===== src/rtl/tlcd_pkg.sv =====
// Shared types and constants for the character-LCD bus sequencer.
package tlcd_pkg;

  typedef enum logic [2:0] {
    PWR_WAIT,
    SETUP,
    PULSE,
    HOLD,
    WAIT,
    IDLE
  } t_state;

  localparam logic [7:0] INIT_CMD_0 = 8'h38;
  localparam logic [7:0] INIT_CMD_1 = 8'h0C;
  localparam logic [7:0] INIT_CMD_2 = 8'h06;
  localparam logic [7:0] INIT_CMD_3 = 8'h01;
  localparam int         INIT_LEN   = 4;

  localparam logic [7:0] CMD_CLEAR = 8'h01;
  localparam logic [7:0] CMD_HOME  = 8'h02;

  // Clear and both home encodings need the long post-write wait.
  function automatic logic is_long_cmd(input logic rs, input logic [7:0] data);
    return !rs && (data == CMD_CLEAR || data == CMD_HOME || data == 8'h03);
  endfunction

  function automatic logic [7:0] init_cmd(input logic [1:0] idx);
    case (idx)
      2'd0:    return INIT_CMD_0;
      2'd1:    return INIT_CMD_1;
      2'd2:    return INIT_CMD_2;
      default: return INIT_CMD_3;
    endcase
  endfunction

endpackage


===== src/rtl/tlcd_bus_sequencer_engine.sv =====
// Single LCD bus write: setup, E pulse, hold and post-write wait.
// state | meaning
// IDLE  | bus parked, waiting for i_start
// SETUP | RS/DATA driven, E low
// PULSE | E high
// HOLD  | E low, RS/DATA held
// WAIT  | LCD execution time; o_done on the last cycle
module tlcd_write_engine
  import tlcd_pkg::*;
#(
  parameter int CNT_W         = 20,
  parameter int E_SETUP_CYC   = 4,
  parameter int E_HIGH_CYC    = 25,
  parameter int E_HOLD_CYC    = 4,
  parameter int CMD_WAIT_CYC  = 2500,
  parameter int LONG_WAIT_CYC = 100000
) (
  input  logic       CLK,
  input  logic       RESETN,
  input  logic       i_start,
  input  logic       i_rs,
  input  logic [7:0] i_data,
  output logic       o_done,
  output logic       o_e,
  output logic       o_rs,
  output logic [7:0] o_data
);

  t_state           r_state;
  logic [CNT_W-1:0] r_cnt;
  logic             r_e;
  logic             r_rs;
  logic [7:0]       r_data;
  logic [CNT_W-1:0] w_last;
  logic             w_phase_end;

  always_comb begin
    w_last = '0;
    case (r_state)
      SETUP:   w_last = CNT_W'(E_SETUP_CYC - 1);
      PULSE:   w_last = CNT_W'(E_HIGH_CYC - 1);
      HOLD:    w_last = CNT_W'(E_HOLD_CYC - 1);
      WAIT:    w_last = is_long_cmd(r_rs, r_data) ? CNT_W'(LONG_WAIT_CYC - 1)
                                                  : CNT_W'(CMD_WAIT_CYC - 1);
      default: w_last = '0;
    endcase
  end

  assign w_phase_end = (r_cnt == w_last);
  // Combinational so the owner can chain the next write on the same edge.
  assign o_done      = (r_state == WAIT) && w_phase_end;

  always_ff @(posedge CLK or posedge RESETN) begin
    if (RESETN) begin
      r_state <= IDLE;
      r_cnt   <= '0;
      r_e     <= 1'b0;
      r_rs    <= 1'b0;
      r_data  <= 8'h00;
    end else if (i_start) begin
      r_state <= SETUP;
      r_cnt   <= '0;
      r_e     <= 1'b0;
      r_rs    <= i_rs;
      r_data  <= i_data;
    end else if (r_state != IDLE) begin
      if (w_phase_end) begin
        r_cnt <= '0;
        case (r_state)
          SETUP: begin r_state <= PULSE; r_e <= 1'b1; end
          PULSE: begin r_state <= HOLD;  r_e <= 1'b0; end
          HOLD:  r_state <= WAIT;
          default: r_state <= IDLE;
        endcase
      end else begin
        r_cnt <= r_cnt + 1'b1;
      end
    end
  end

  assign o_e    = r_e;
  assign o_rs   = r_rs;
  assign o_data = r_data;

endmodule


===== src/rtl/tlcd_bus_sequencer.sv =====
// LCD bus owner: power-on wait, init command list, then A-priority arbitration.
// state    | meaning
// PWR_WAIT | power-on delay after reset release
// SETUP    | a write is in flight in the engine (init or requester)
// IDLE     | init complete, arbitrating A and B
module tlcd_bus_sequencer
  import tlcd_pkg::*;
#(
  parameter int CNT_W         = 20,
  parameter int POWERON_CYC   = 750000,
  parameter int E_SETUP_CYC   = 4,
  parameter int E_HIGH_CYC    = 25,
  parameter int E_HOLD_CYC    = 4,
  parameter int CMD_WAIT_CYC  = 2500,
  parameter int LONG_WAIT_CYC = 100000
) (
  input  logic       CLK,
  input  logic       RESETN,
  input  logic       A_VALID,
  input  logic       A_RS,
  input  logic [7:0] A_DATA,
  input  logic       A_LOCK,
  output logic       A_READY,
  input  logic       B_VALID,
  input  logic       B_RS,
  input  logic [7:0] B_DATA,
  output logic       B_READY,
  output logic       INIT_DONE,
  output logic       BUSY,
  output logic       TLCD_E,
  output logic       TLCD_RS,
  output logic       TLCD_RW,
  output logic [7:0] TLCD_DATA
);

  t_state           r_state;
  logic [CNT_W-1:0] r_pwr_cnt;
  logic [1:0]       r_init_idx;
  logic             r_init_done;
  logic             r_busy;

  logic       w_idle;
  logic       w_pwr_end;
  logic       w_done;
  logic       w_init_last;
  logic       w_init_next;
  logic       w_start;
  logic       w_rs;
  logic [7:0] w_data;

  assign w_idle      = (r_state == IDLE) && r_init_done;
  assign A_READY     = w_idle && A_VALID;
  assign B_READY     = w_idle && B_VALID && !A_VALID && !A_LOCK;
  assign w_pwr_end   = (r_state == PWR_WAIT) && (r_pwr_cnt == CNT_W'(POWERON_CYC - 1));
  assign w_init_last = (r_init_idx == 2'(INIT_LEN - 1));
  assign w_init_next = (r_state == SETUP) && w_done && !r_init_done && !w_init_last;
  assign w_start     = w_pwr_end || w_init_next || A_READY || B_READY;

  always_comb begin
    w_rs   = 1'b0;
    w_data = 8'h00;
    if (A_READY) begin
      w_rs   = A_RS;
      w_data = A_DATA;
    end else if (B_READY) begin
      w_rs   = B_RS;
      w_data = B_DATA;
    end else if (w_pwr_end) begin
      w_data = init_cmd(2'd0);
    end else begin
      w_data = init_cmd(r_init_idx + 2'd1);
    end
  end

  always_ff @(posedge CLK or posedge RESETN) begin
    if (RESETN) begin
      r_state     <= PWR_WAIT;
      r_pwr_cnt   <= '0;
      r_init_idx  <= 2'd0;
      r_init_done <= 1'b0;
      r_busy      <= 1'b1;
    end else begin
      case (r_state)
        PWR_WAIT: begin
          if (w_pwr_end) begin
            r_pwr_cnt  <= '0;
            r_init_idx <= 2'd0;
            r_state    <= SETUP;
          end else begin
            r_pwr_cnt <= r_pwr_cnt + 1'b1;
          end
        end
        SETUP: begin
          if (w_done) begin
            if (r_init_done) begin
              r_state <= IDLE;
              r_busy  <= 1'b0;
            end else if (w_init_last) begin
              r_init_done <= 1'b1;
              r_state     <= IDLE;
              r_busy      <= 1'b0;
            end else begin
              r_init_idx <= r_init_idx + 2'd1;
            end
          end
        end
        IDLE: begin
          if (A_READY || B_READY) begin
            r_state <= SETUP;
            r_busy  <= 1'b1;
          end
        end
        default: r_state <= PWR_WAIT;
      endcase
    end
  end

  tlcd_write_engine #(
    .CNT_W        (CNT_W),
    .E_SETUP_CYC  (E_SETUP_CYC),
    .E_HIGH_CYC   (E_HIGH_CYC),
    .E_HOLD_CYC   (E_HOLD_CYC),
    .CMD_WAIT_CYC (CMD_WAIT_CYC),
    .LONG_WAIT_CYC(LONG_WAIT_CYC)
  ) u_engine (
    .CLK    (CLK),
    .RESETN (RESETN),
    .i_start(w_start),
    .i_rs   (w_rs),
    .i_data (w_data),
    .o_done (w_done),
    .o_e    (TLCD_E),
    .o_rs   (TLCD_RS),
    .o_data (TLCD_DATA)
  );

  assign INIT_DONE = r_init_done;
  assign BUSY      = r_busy;
  assign TLCD_RW   = 1'b0;

endmodule


===== config.mk =====
export PLATFORM = sky130hd
export DESIGN_NAME = tlcd_bus_sequencer
export DESIGN_NICKNAME = d
export VERILOG_FILES = /design/src/rtl/tlcd_pkg.sv /design/src/rtl/tlcd_bus_sequencer_engine.sv /design/src/rtl/tlcd_bus_sequencer.sv
export SDC_FILE = /design/constraint.sdc
export NUM_CORES = 1
export LEC_CHECK = 0
export CAP_MARGIN = 10
export CELL_PAD_IN_SITES_DETAIL_PLACEMENT = 1
export CELL_PAD_IN_SITES_GLOBAL_PLACEMENT = 1
export CORE_MARGIN = 1
export CORE_UTILIZATION = 35
export CTS_CLUSTER_DIAMETER = 50
export CTS_CLUSTER_SIZE = 25
export DETAILED_ROUTE_END_ITERATION = 12
export DONT_BUFFER_PORTS = 1
export PLACE_DENSITY = 0.72
export SYNTH_ARGS = -nofsm -noshare
export SYNTH_HDL_FRONTEND = slang
export SYNTH_SLANG_ARGS = --single-unit

===== constraint.sdc =====
create_clock -name CLK -period 3.6 [get_ports CLK]
set_clock_uncertainty 0.2 [all_clocks]
set_input_delay 0.36 -clock CLK [delete_from_list [all_inputs] [get_ports CLK]]
set_output_delay 0.36 -clock CLK [all_outputs]
set_load 0.005 [all_outputs]

Word-level counts from Yosys, hierarchy flattened --
Cells that the tools add are included. W data, S select, Z words.
Operators by class: $add $sub $neg 3, equal/unequal tests 21, multiplexer cells 38, reductions and logical operators 36
Operator list (count):
- $mux W20 | 4
- $pmux W20 S3 | 1
- $add A20 B1 Y20 const B | 2
- $mux W3 | 8
- $eq A20 B20 Y1 | 1
- $eq A20 B20 Y1 const B | 1
- $pmux W3 S3 | 2
- $pmux W6 S3 | 1
- $mux W17 | 1
- $eq A8 B2 Y1 const B | 2
- $mux W8 | 2
- $logic_and A1 B1 Y1 | 11
- $mux W1 | 11
- $eq A8 B1 Y1 const B | 1
- $mux W2 | 4
- $ne A2 B2 Y1 const B | 4
- $reduce_and A4 Y1 | 2
- $reduce_bool A2 Y1 | 4
- $eq A3 B1 Y1 const B | 2
- $eq A3 B2 Y1 const B | 2
- $eq A3 B3 Y1 const B | 2
- $logic_or A1 B1 Y1 | 6
- $mux W6 | 1
- $ne A3 B3 Y1 const B | 2
- other kinds (14) | 21
Word-level totals: register bits 60, input bits 23, output and inout port bits 15, word-level logic and storage cells 108

Longest topological paths before layout --
word-level depth 16, depth in mapped cells 10, depth with buffers taken out 8

Cells and area by module --
From an unflattened synthesis, not the netlist that was laid out.
Second synthesis, totals: cell total of the unflattened synthesis 369, area, all modules 3430.8 um^2
By module, submodules not included:
- tlcd_write_engine | times used 1, cells an instance 194, area each 1873.0 um^2, sequential area each 828.3 um^2
- tlcd_bus_sequencer | times used 1, cells an instance 175, area each 1557.7 um^2, sequential area each 651.9 um^2

Worst setup path after synthesis --
OpenSTA, ideal clock, no wires.
path type reg-to-reg, from register u_engine.r_state[2], to register u_engine.r_data[2] (netlist: u_engine.o_data[2]), setup time 130 ps, arrival 2371 ps, data required time 3270 ps, path slack 898 ps, cell stages (with the launch flop) 11, buffers on the path 3, clock period less this slack 2702 ps, cell sequence dfstp_2 > buf_2 > or3b_1 > clkbuf_1 > a31oi_1 > mux2_2 > and3_1 > a21o_1 > buf_4 > nor2_1 > a21oi_1
Between the ends: cells in the longest elaborated chain, start to end 11, elaborated cells between the ends (all ways) 14, classes of those cells eq/ne: 5; mux: 1; reduce/logical: 8
RTL lines:
- start: declaration | line tlcd_bus_sequencer_engine.sv:29 | t_state r_state;
- start signal: assignment | line tlcd_bus_sequencer_engine.sv:55 | r_state <= IDLE;
- start signal: assignment | line tlcd_bus_sequencer_engine.sv:61 | r_state <= SETUP;
- start signal: assignment | line tlcd_bus_sequencer_engine.sv:70 | SETUP: begin r_state <= PULSE; r_e <= 1'b1; end
- $eq A3 B1 Y1 / $eq A3 B2 Y1 (equally long branches) | line tlcd_bus_sequencer_engine.sv:39 | case (r_state)
- $reduce_or A2 Y1 (no source line)
- $pmux W20 S3 | line tlcd_bus_sequencer_engine.sv:39
- $eq A20 B20 Y1 | line tlcd_bus_sequencer_engine.sv:49 | assign w_phase_end = (r_cnt == w_last);
- $logic_and A1 B1 Y1 * | line tlcd_bus_sequencer_engine.sv:51 | assign o_done = (r_state == WAIT) && w_phase_end;
- $logic_and A1 B1 Y1 * (3 in a row) | line tlcd_bus_sequencer.sv:56 | assign w_init_next = (r_state == SETUP) && w_done && !r_init_done && !w_init_last;
- $logic_or A1 B1 Y1 * (3 in a row) | line tlcd_bus_sequencer.sv:57 | assign w_start = w_pwr_end || w_init_next || A_READY || B_READY;
- end signal: assignment | line tlcd_bus_sequencer_engine.sv:65 | r_data <= i_data;
- end: declaration | line tlcd_bus_sequencer_engine.sv:33 | logic [7:0] r_data;
Every way passes the cells marked *; elsewhere a longest branch is shown, timed or not. A chain may end at the register's enable or synchronous reset.

Worst setup path in the final report --
from register u_engine.r_data[3] (netlist: u_engine.o_data[3]), to register r_init_idx[1]
Between the ends: cells in the longest elaborated chain, start to end 10, elaborated cells between the ends (all ways) 12, classes of those cells eq/ne: 5; mux: 2; reduce/logical: 5
RTL lines:
- $eq A8 B1 Y1 / $eq A8 B2 Y1 (equally long branches) | line tlcd_pkg.sv:24 | return !rs && (data == CMD_CLEAR || data == CMD_HOME || data == 8'h03);
- $logic_or A1 B1 Y1 | line tlcd_pkg.sv:24
- $logic_or A1 B1 Y1 * | line tlcd_pkg.sv:24
- $logic_and A1 B1 Y1 * | line tlcd_pkg.sv:24
- $mux W17 * | line tlcd_bus_sequencer_engine.sv:43 | WAIT: w_last = is_long_cmd(r_rs, r_data) ? CNT_W'(LONG_WAIT_CYC - 1)
- $pmux W20 S3 * | line tlcd_bus_sequencer_engine.sv:39
- $eq A20 B20 Y1 * | line tlcd_bus_sequencer_engine.sv:49
- $logic_and A1 B1 Y1 * | line tlcd_bus_sequencer_engine.sv:51
- $ne A2 B2 Y1 (no source line) *
- $reduce_and A5 Y1 (no source line) *
- end signal: assignment | line tlcd_bus_sequencer.sv:103 | r_init_idx <= r_init_idx + 2'd1;
- end: declaration | line tlcd_bus_sequencer.sv:38 | logic [1:0] r_init_idx;
Marked as above.

==> results.toml <==
[synthesis]
synth.area.top_cells = "dfrtp_1, xor2_1, nor2_1"
syn_nets = 381
yosys_warnings = 0
synth_cell_type_count = 59
synth_fa_ha_area_frac = 0.0190
synth_top_area_share = 0.426
synth_top_area_cell = "dfrtp_1"
yosys.area_share.simple = 0.265
syn_area_um2 = 3290
synth_most_common_cell = "dfrtp_1"
synth_compound_area_frac = 0.118
synth_ff_type = "dfrtp_1"
synth.area.mux_share = 0.0236
synthXorXnorAreaFrac = 0.0905
ys_ff_latch = 59
ys_top_cells_by_count = "dfrtp_1, nor2_1, nand2_1"
syn_avg_cell_area_um2 = 9.32
ys_seq_area_frac = 0.450
synth_async_sr_flop_share = 1.00
synth_edf_count = 0
syn_inst = 353
synth_top_family_by_area = "simple AND/OR/NAND/NOR gates"

[critical_path]
crit_slowest_cell = "nor4_1"
max_stage_delay_ns = 0.53
crit_path_start_kind = "register"
critPathRequiredTime_ns = 3.62
crit_type = "register to register"
crit_path_end_kind = "register"
arrival_ns = 3.21
crit_path_max_fanout = 13
crit_chain = "nor4_1, and4_1, mux2i_1, nor4_4, nand2_2, o31ai_2, mux2_1"

[place]
dp_hpwl_mm = 6.07
pre_cts_ws_ns = 0.478
dp.cells = 457
gp_congestion = 0.807
port_buffers = 0

[die]
die_area_um2 = 9790
pin_count = 38
core-area_um2 = 9150
rows = 35
start_util = 0.359
die_x_um = 98.9
die_y_um = 98.9

[timing]
drv_slew = 0
worst_pin_slew_ns = 0.920
setup_slack_ns = 0.417
post-route-period-util = 0.884
fin_crit_ns = 3.18
finalSetupViolCount = 0
whs_ns = 0.0678
hold_viol = 0
slew_headroom = 0.387
final.setup.tns_ns = 0
rsz0062_at_grt = "false"
clock.fmax_mhz = 314

[hold_path]
hold_path_class = "input pin to register"

[clock_network]
cts_max_level = 3
cts_buffer_depth = 2
clk_pin_slew_worst_paths_ns = 0.07
cts_root_buf = "clkbuf_8"
cts_resized = 0
cts_buffers = 9
clk_latency_ns = 0.34
cts.sinks = 59
cts_tree = "yes"

[global_route]
grt_pass1_wl_mm = 14.8
grt_pass1_vias = 2919
antenna_found_initial = 0
grt_max_degree = 43
gr-total-overflow = 0
grtUsageTotal = 0.195

[pwr]
ir_worst_vdd_mv = 0.121
p_total_uw = 1240
p_leak_uw = 0.00163
power.density_nw_per_um2 = 338

[layout]
drive_above_1_share = 0.0995
finalNonFillerCells = 483
nNetsFinal = 395
areaGrowthSynthToFinish_pct = 11.9
multiInputGateArea_um2 = 1700
register_area_um2 = 1480
fillCellCount = 1075
antennaDiodeCount = 0

[routing]
drt_iter0_markers = 99
ant_nets = 0
routedWlPerCell_um = 18.2
drtPass1Iterations = 4
route.detailed.drc = 0
route.final.wire_length_mm = 8.78
via_per_inst = 5.69
num_vias = 2750

[outcome]
status = "finished clean"

[job]
cap_viol_max_count = 0
[registers in the layout, indices dropped and copies added, names as in the netlist]
signal	flops
BUSY	1
INIT_DONE	1
r_init_idx	2
r_pwr_cnt	20
r_state	2
u_engine.o_data	8
u_engine.o_e	1
u_engine.o_rs	1
u_engine.r_cnt	20
u_engine.r_state	3
[kinds of logic (layout without fill, tap and decap cells)]
kind of cell	after synthesis	in the layout
fa+ha+maj	5	5
other cells	1	1
simple gates	165	165
xor+xnor	34	34
compound gates	56	56
flops	59	59
mux	7	7
buf+inv	26	45
[layout make-up]
class	count	area share
inverter	14	0.0143
timing repair buffer	15	0.0374
sequential	59	0.402
multi-input combinational	268	0.462
clock inverter	2	0.00272
clock buffer	14	0.0442
tap	111	0.0377
[where the power goes]
group          total, µW  internal (µW)  leakage (µW)  switching, µW
combinational       26.8           8.85      0.000760           17.9
sequential           669            666      0.000783           3.12
clock                548            286     0.0000905            262
[critical path: cells and delay by family, from the launching register on]
kind,cells,cell delay (ns)
AOI/OAI and AO/OA,1,0.35
DFF,1,0.41
muxes,2,0.48
and+or+nand+nor,4,1.61
[cells in the final DEF, fill, tap and decap left out, types with 10 or more instances in the layout]
cell type / netlist / final
and3_1: 13 / 13
nand3_1: 10 / 10
nor2_1: 46 / 46
inv_1: 13 / 12
dlygate4sd3_1: 0 / 10
a21oi_1: 11 / 11
nand4_1: 12 / 12
xor2_1: 20 / 20
xnor2_1: 14 / 14
nand2_1: 37 / 37
clkbuf_8: 0 / 11
dfrtp_1: 56 / 56
[stage by stage]
stage                     instance area (µm²)   util
after global routing                     3680  0.402
after detailed placement                 3410  0.372
after floorplan                          3290      -
final                                    3680  0.402
after global placement                   3410  0.372
after CTS                                3680  0.402
[layer usage]
| layer | vias to the layer above | wire, µm | global-route usage |
|---|---|---|---|
| li1 | 1275 | - | - |
| met3 | 12 | 331 | 0.0582 |
| met1 | 1426 | 3740 | 0.227 |
| met4 | 0 | 141 | 0.0608 |
| met2 | 37 | 4570 | 0.343 |
| met5 | - | 0 | 0 |
[what timing repair did]
| action | in CTS | in global routing |
|---|---|---|
| hold endpoints to repair | 44 | 0 |
| endpoints found under the setup margin | 0 | 0 |
| hold buffers | 10 | 0 |
| setup buffers | 0 | 0 |
[path summary, 6_finish.rpt]
kind / start / endpoint / slack (ns) / cells past startpoint
worst max-delay path: u_engine.o_data[3]$_DFFE_PP0P_ / r_init_idx[1]$_DFFE_PP0P_ / 0.42 / 7
worst min-delay path: B_DATA[2] / u_engine.o_data[2]$_DFFE_PP0P_ / 0.07 / 2
worst max register to register: u_engine.o_data[3]$_DFFE_PP0P_ / r_init_idx[1]$_DFFE_PP0P_ / 0.42 / 7
worst min register to register: BUSY$_DFFE_PP1P_ / BUSY$_DFFE_PP1P_ / 0.29 / 2
max in group asynchronous: RESETN / u_engine.r_cnt[15]$_DFFE_PP0P_ / 1.94 / 3
min in group asynchronous: RESETN / r_pwr_cnt[14]$_DFFE_PP0N_ / 0.48 / 2
Note: power is estimated with default switching activity, not from simulation.
==> RTL edit 1, RTL diff (same settings) <==
`CNT_W` is set to 20 in 2 places; all go to 18.
--- a/src/rtl/tlcd_bus_sequencer_engine.sv
+++ b/src/rtl/tlcd_bus_sequencer_engine.sv
@@ -8,7 +8,7 @@
 module tlcd_write_engine
   import tlcd_pkg::*;
 #(
-  parameter int CNT_W         = 20,
+  parameter int CNT_W         = 18,
   parameter int E_SETUP_CYC   = 4,
   parameter int E_HIGH_CYC    = 25,
   parameter int E_HOLD_CYC    = 4,
--- a/src/rtl/tlcd_bus_sequencer.sv
+++ b/src/rtl/tlcd_bus_sequencer.sv
@@ -6,7 +6,7 @@
 module tlcd_bus_sequencer
   import tlcd_pkg::*;
 #(
-  parameter int CNT_W         = 20,
+  parameter int CNT_W         = 18,
   parameter int POWERON_CYC   = 750000,
   parameter int E_SETUP_CYC   = 4,
   parameter int E_HIGH_CYC    = 25,
Formal check against the unedited RTL: same outputs for any inputs over 10 cycles, from zero or initial values and one cycle with RESETN high; that may be too few to reach the edited logic, so the function may still have changed.
==> RTL edit 1 against the original RTL <==
  * Non-clock buffer count is 7 lower
  * Setup slack lost 210 ps
  * Synthesized area shrank 2.2%
  * Total power fell by 20%
  * Sequential cell count fell by 4
  * Wire length fell by 8.4%
  * Synthesized cell count increased by 1.4%
  * Design area shrank 6.7%
==> RTL edit 1: results (changes against the original RTL) <==
clk slew on worst S/H paths 100 ps (+30 ps); pin count of the biggest net entering global routing 33 (-23%); Cells after DPL 457 (unchanged); Slowest-stage cell, CP dfstp_2; main area contributors after synthesis dfrtp_1 (40%), nand2_1 (4.7%), nor2_1 (3.6%), xnor2_1 (3.3%), nand3_1 (3.1%); CP top delay family simple AND/OR/NAND/NOR gates; clock root buffer clkbuf_8; HPWL Detailed 5970 um (-1.7%); met2 Use GR 0.304 (-0.0388); routed wire length per instance 17.3 um (-5.0%); routed wire length 8050 um (-8.4%); drt pass-1 iters 4 (unchanged); Static Leakage 1.47 nW (-10%); Via density 5.83 (+2.4%); Hold Path Class input pin to flip-flop; vias in the first global route 2836 (-2.8%); post-synthesis async set-or-reset flop share 1.00 (unchanged); Seq/Total Area, Yosys 0.429 (-0.0211); most frequent cells after synthesis dfrtp_1 (52), nand2_1 (40), nor2_1 (31); M1 GR Usage 0.227 (-0.000391); Mapped Nets 386 (+1.3%); Worst Setup SP u_engine.r_state[2]; number of distinct library cells after synthesis 58 (-1.7%); met3 usage 0.0379 (-0.0202); worst-case clock buffer depth 2 (unchanged); Resized cells post-CTS 0 (unchanged); H-tree depth 2 (-1); min-delay src B_DATA[7]; critical path arrival 3390 ps (+180 ps); routability congestion estimate 0.803 (-0.56%); share of cells above drive strength 1 0.0894 (-0.0101); GRT Util Overall 0.177 (-0.0182); average size of a mapped cell 8.99 sq um (-3.5%); synthesis warning total 0 (unchanged); total CTS buffers 5 (-4); initial antenna violation count 0 (unchanged); first-pass GRT wire length 13800 um (-7.1%); VDD IR-drop max 0.000151 V (+25%); diode count 0 (unchanged); crit-path max cell delay 610 ps (+80 ps); clock latency on the worst-skew pair 310 ps (-30 ps); Max FO, Critical Path 22 (+9); Buffers on Ports 0 (unchanged); Post-CTS Setup Bufs 0 (unchanged); drt initial violations 81 (-18%); cell accounting for the most synthesized area dfrtp_1; status completed; Slew @ Worst Pin 637 ps (-282 ps)
==> RTL edit 1: metal layers <==
| layer | wire [um] | share of wire |
|---|---|---|
| met5 | 0 | 0 |
| met4 | 108 | 0.013 |
| met3 | 301 | 0.037 |
| met2 | 3950 | 0.49 |
| met1 | 3690 | 0.46 |
==> RTL edit 1: where the power goes <==
| part | total, mW | leakage (nW) | internal [mW] | switching, mW |
|---|---|---|---|---|
| clock network | 0.353 | 0.0483 | 0.138 | 0.215 |
| logic | 0.0228 | 0.690 | 0.00574 | 0.0170 |
| registers | 0.624 | 0.732 | 0.621 | 0.00324 |
| total | 1.00 | 1.47 | 0.764 | 0.235 |
==> RTL edit 1: timing repair <==
| item | CTS | global route |
|---|---|---|
| endpoints found under the setup margin | 0 | 0 |
| endpoints found under the hold margin | 22 | 0 |
| hold buffers | 1 | 0 |
==> RTL edit 1: area by class of cell <==
class / count / area, sq um
fillers: 1030 / 5370
multi-input cells: 279 / 1740
flip-flops and latches: 55 / 1380
well taps: 108 / 135
clock buffers: 5 / 68.8
repair buffers: 8 / 62.6
inverters: 8 / 30.0
clock inverters: 3 / 18.8
==> RTL edit 1: through the flow <==
step            util  hold slack, ps  area [sq um]  setup WS [ps]
4_1_cts        0.390            46.2          3440            182
3_3_place_gp   0.379             115          3340            364
3_5_place_dp   0.379             119          3340            193
2_1_floorplan      -             254          3220            604
5_1_grt        0.390            70.7          3440           39.7
6_report       0.390            50.8          3440            209
==> RTL edit 1: final timing paths <==
| path | cells after the start | end | slack (ps) |
|---|---|---|---|
| max reg2reg | 7 | u_engine.o_data[1] | 210 |
| min | 2 | u_engine.o_data[7] | 50 |
| max in group asynchronous | 3 | u_engine.r_state[2] | 2010 |
| max | 7 | u_engine.o_data[1] | 210 |
| min in group asynchronous | 2 | u_engine.r_cnt[16] | 340 |
| min reg2reg | 1 | r_pwr_cnt[11] | 310 |
==> RTL edit 1: cells by family (layout without fill, tap and decap cells) <==
kind of cell,Yosys count,after routing,share of synthesized area
compound gates,82,82,0.176
xor+xnor,18,18,0.0490
fa+ha+maj,5,5,0.0194
buf+inv,24,24,0.0323
flops,55,55,0.429
mux,7,7,0.0241
other cells,1,1,0.00117
simple gates,166,166,0.269
==> RTL edit 1: worst reg2reg max path: cells and delay by family (launching register included) <==
family,cells,cell delay (ps)
AND/OR/NAND/NOR,3,1120
flip-flops,1,610
multiplexers,1,380
AO/OA/AOI/OAI,3,970
==> RTL edit 2, RTL diff (config.mk and constraints unchanged) <==
Made on the original files. Reset style: synchronous (`RESETN`), changed in 2 clocked blocks.
--- a/src/rtl/tlcd_bus_sequencer_engine.sv
+++ b/src/rtl/tlcd_bus_sequencer_engine.sv
@@ -50,7 +50,7 @@
   // Combinational so the owner can chain the next write on the same edge.
   assign o_done      = (r_state == WAIT) && w_phase_end;
 
-  always_ff @(posedge CLK or posedge RESETN) begin
+  always_ff @(posedge CLK) begin
     if (RESETN) begin
       r_state <= IDLE;
       r_cnt   <= '0;
--- a/src/rtl/tlcd_bus_sequencer.sv
+++ b/src/rtl/tlcd_bus_sequencer.sv
@@ -72,7 +72,7 @@
     end
   end
 
-  always_ff @(posedge CLK or posedge RESETN) begin
+  always_ff @(posedge CLK) begin
     if (RESETN) begin
       r_state     <= PWR_WAIT;
       r_pwr_cnt   <= '0;
Function: no difference found for any inputs over 10 cycles, from zero or initial values and one cycle with RESETN high; that may be too few to reach the edited logic, so the function may still have changed.
==> RTL edit 2 against the original RTL <==
  * Clock power grew 53%
  * Sequential cell count is the same
  * Design area shrank 4.6%
  * Synthesized area shrank 4.2%
  * Largest cell class unchanged
  * Setup slack lost 54 ps
  * Wire length shrank 8.6%
  * Total power grew 22%
  * Largest power group is now the clock network
  * First-iteration DRC count shrank 7.1%
==> RTL edit 2: results (changes against the original RTL) <==
post-synthesis async set-or-reset flop share 0 (-1.00); Multi-In Gates 302 (+13%); clk cell area share 0.0784 (+0.0315); met3 routed WL 271 um (-18%); share of cells above drive strength 1 0.0663 (-0.0331); cell-internal power 1.23 mW (+28%); register share of the cell area 0.336 (-0.0658); HPWL Detailed 5900 um (-2.8%); DP Worst Slack 367 ps (-111 ps); Cell Pwr Density 433 mW/mm^2 (+28%); vias in the first global route 2861 (-2.0%); Mapped Nets 419 (+10%); Signal buffers 4 (-11); number of non-clock inverters 11 (-3); Area after DPL 0.00322 sq mm (-5.6%); multi-input combinational area share 0.525 (+0.0635); Slowest-stage cell, CP or4_4; status completed; met3 usage 0.0513 (-0.00686); wire length on met2 3810 um (-17%); clock buffers 12 (-2); Post-CTS Hold Fix Bufs 2 (-8); first-pass GRT wire length 13900 um (-6.1%); Slew headroom 0.581 (+0.195); met2 Use GR 0.296 (-0.0463); Max FO, Critical Path 12 (-1); VDD IR-drop max 0.000209 V (+73%); Static Leakage 1.28 nW (-22%); core area 0.00872 sq mm (-4.7%); M1 GR Usage 0.237 (+0.00931); pin count of the biggest net entering global routing 19 (-56%); M1 WL 3860 um (+3.1%); Seq/Total Area, Yosys 0.375 (-0.0751); crit-path max cell delay 560 ps (+30 ps); drt initial violations 92 (-7.1%)
-- RTL edit 2: per-stage QoR --
stage               hold slack (ps)  instances   util
floorplan                       263        391      -
global placement                224        482  0.369
detailed placement              226        482  0.369
CTS                            2.56        500  0.403
global route                   14.9        500  0.403
finish                         18.4        500  0.403
-- RTL edit 2: worst paths after layout --
| kind | startpoint | end | slack (ps) |
|---|---|---|---|
| worst max-delay path | u_engine.o_rs | u_engine.r_cnt[4] | 360 |
| worst min-delay path | A_DATA[7] | u_engine.o_data[7] | 20 |
| worst max register to register | u_engine.o_rs | u_engine.r_cnt[4] | 360 |
| worst min register to register | r_pwr_cnt[1] | r_pwr_cnt[1] | 320 |
-- RTL edit 2: kinds of logic after synthesis --
logic type               Yosys count  share of synthesized area
other                              1                    0.00119
multiplexers                       4                     0.0131
flip-flops                        59                      0.375
AND/OR/NAND/NOR                  190                      0.305
adder cells (fa/ha/maj)            5                     0.0199
buffers and inverters             30                     0.0397
XOR/XNOR                          41                      0.114
AO/OA/AOI/OAI                     61                      0.132
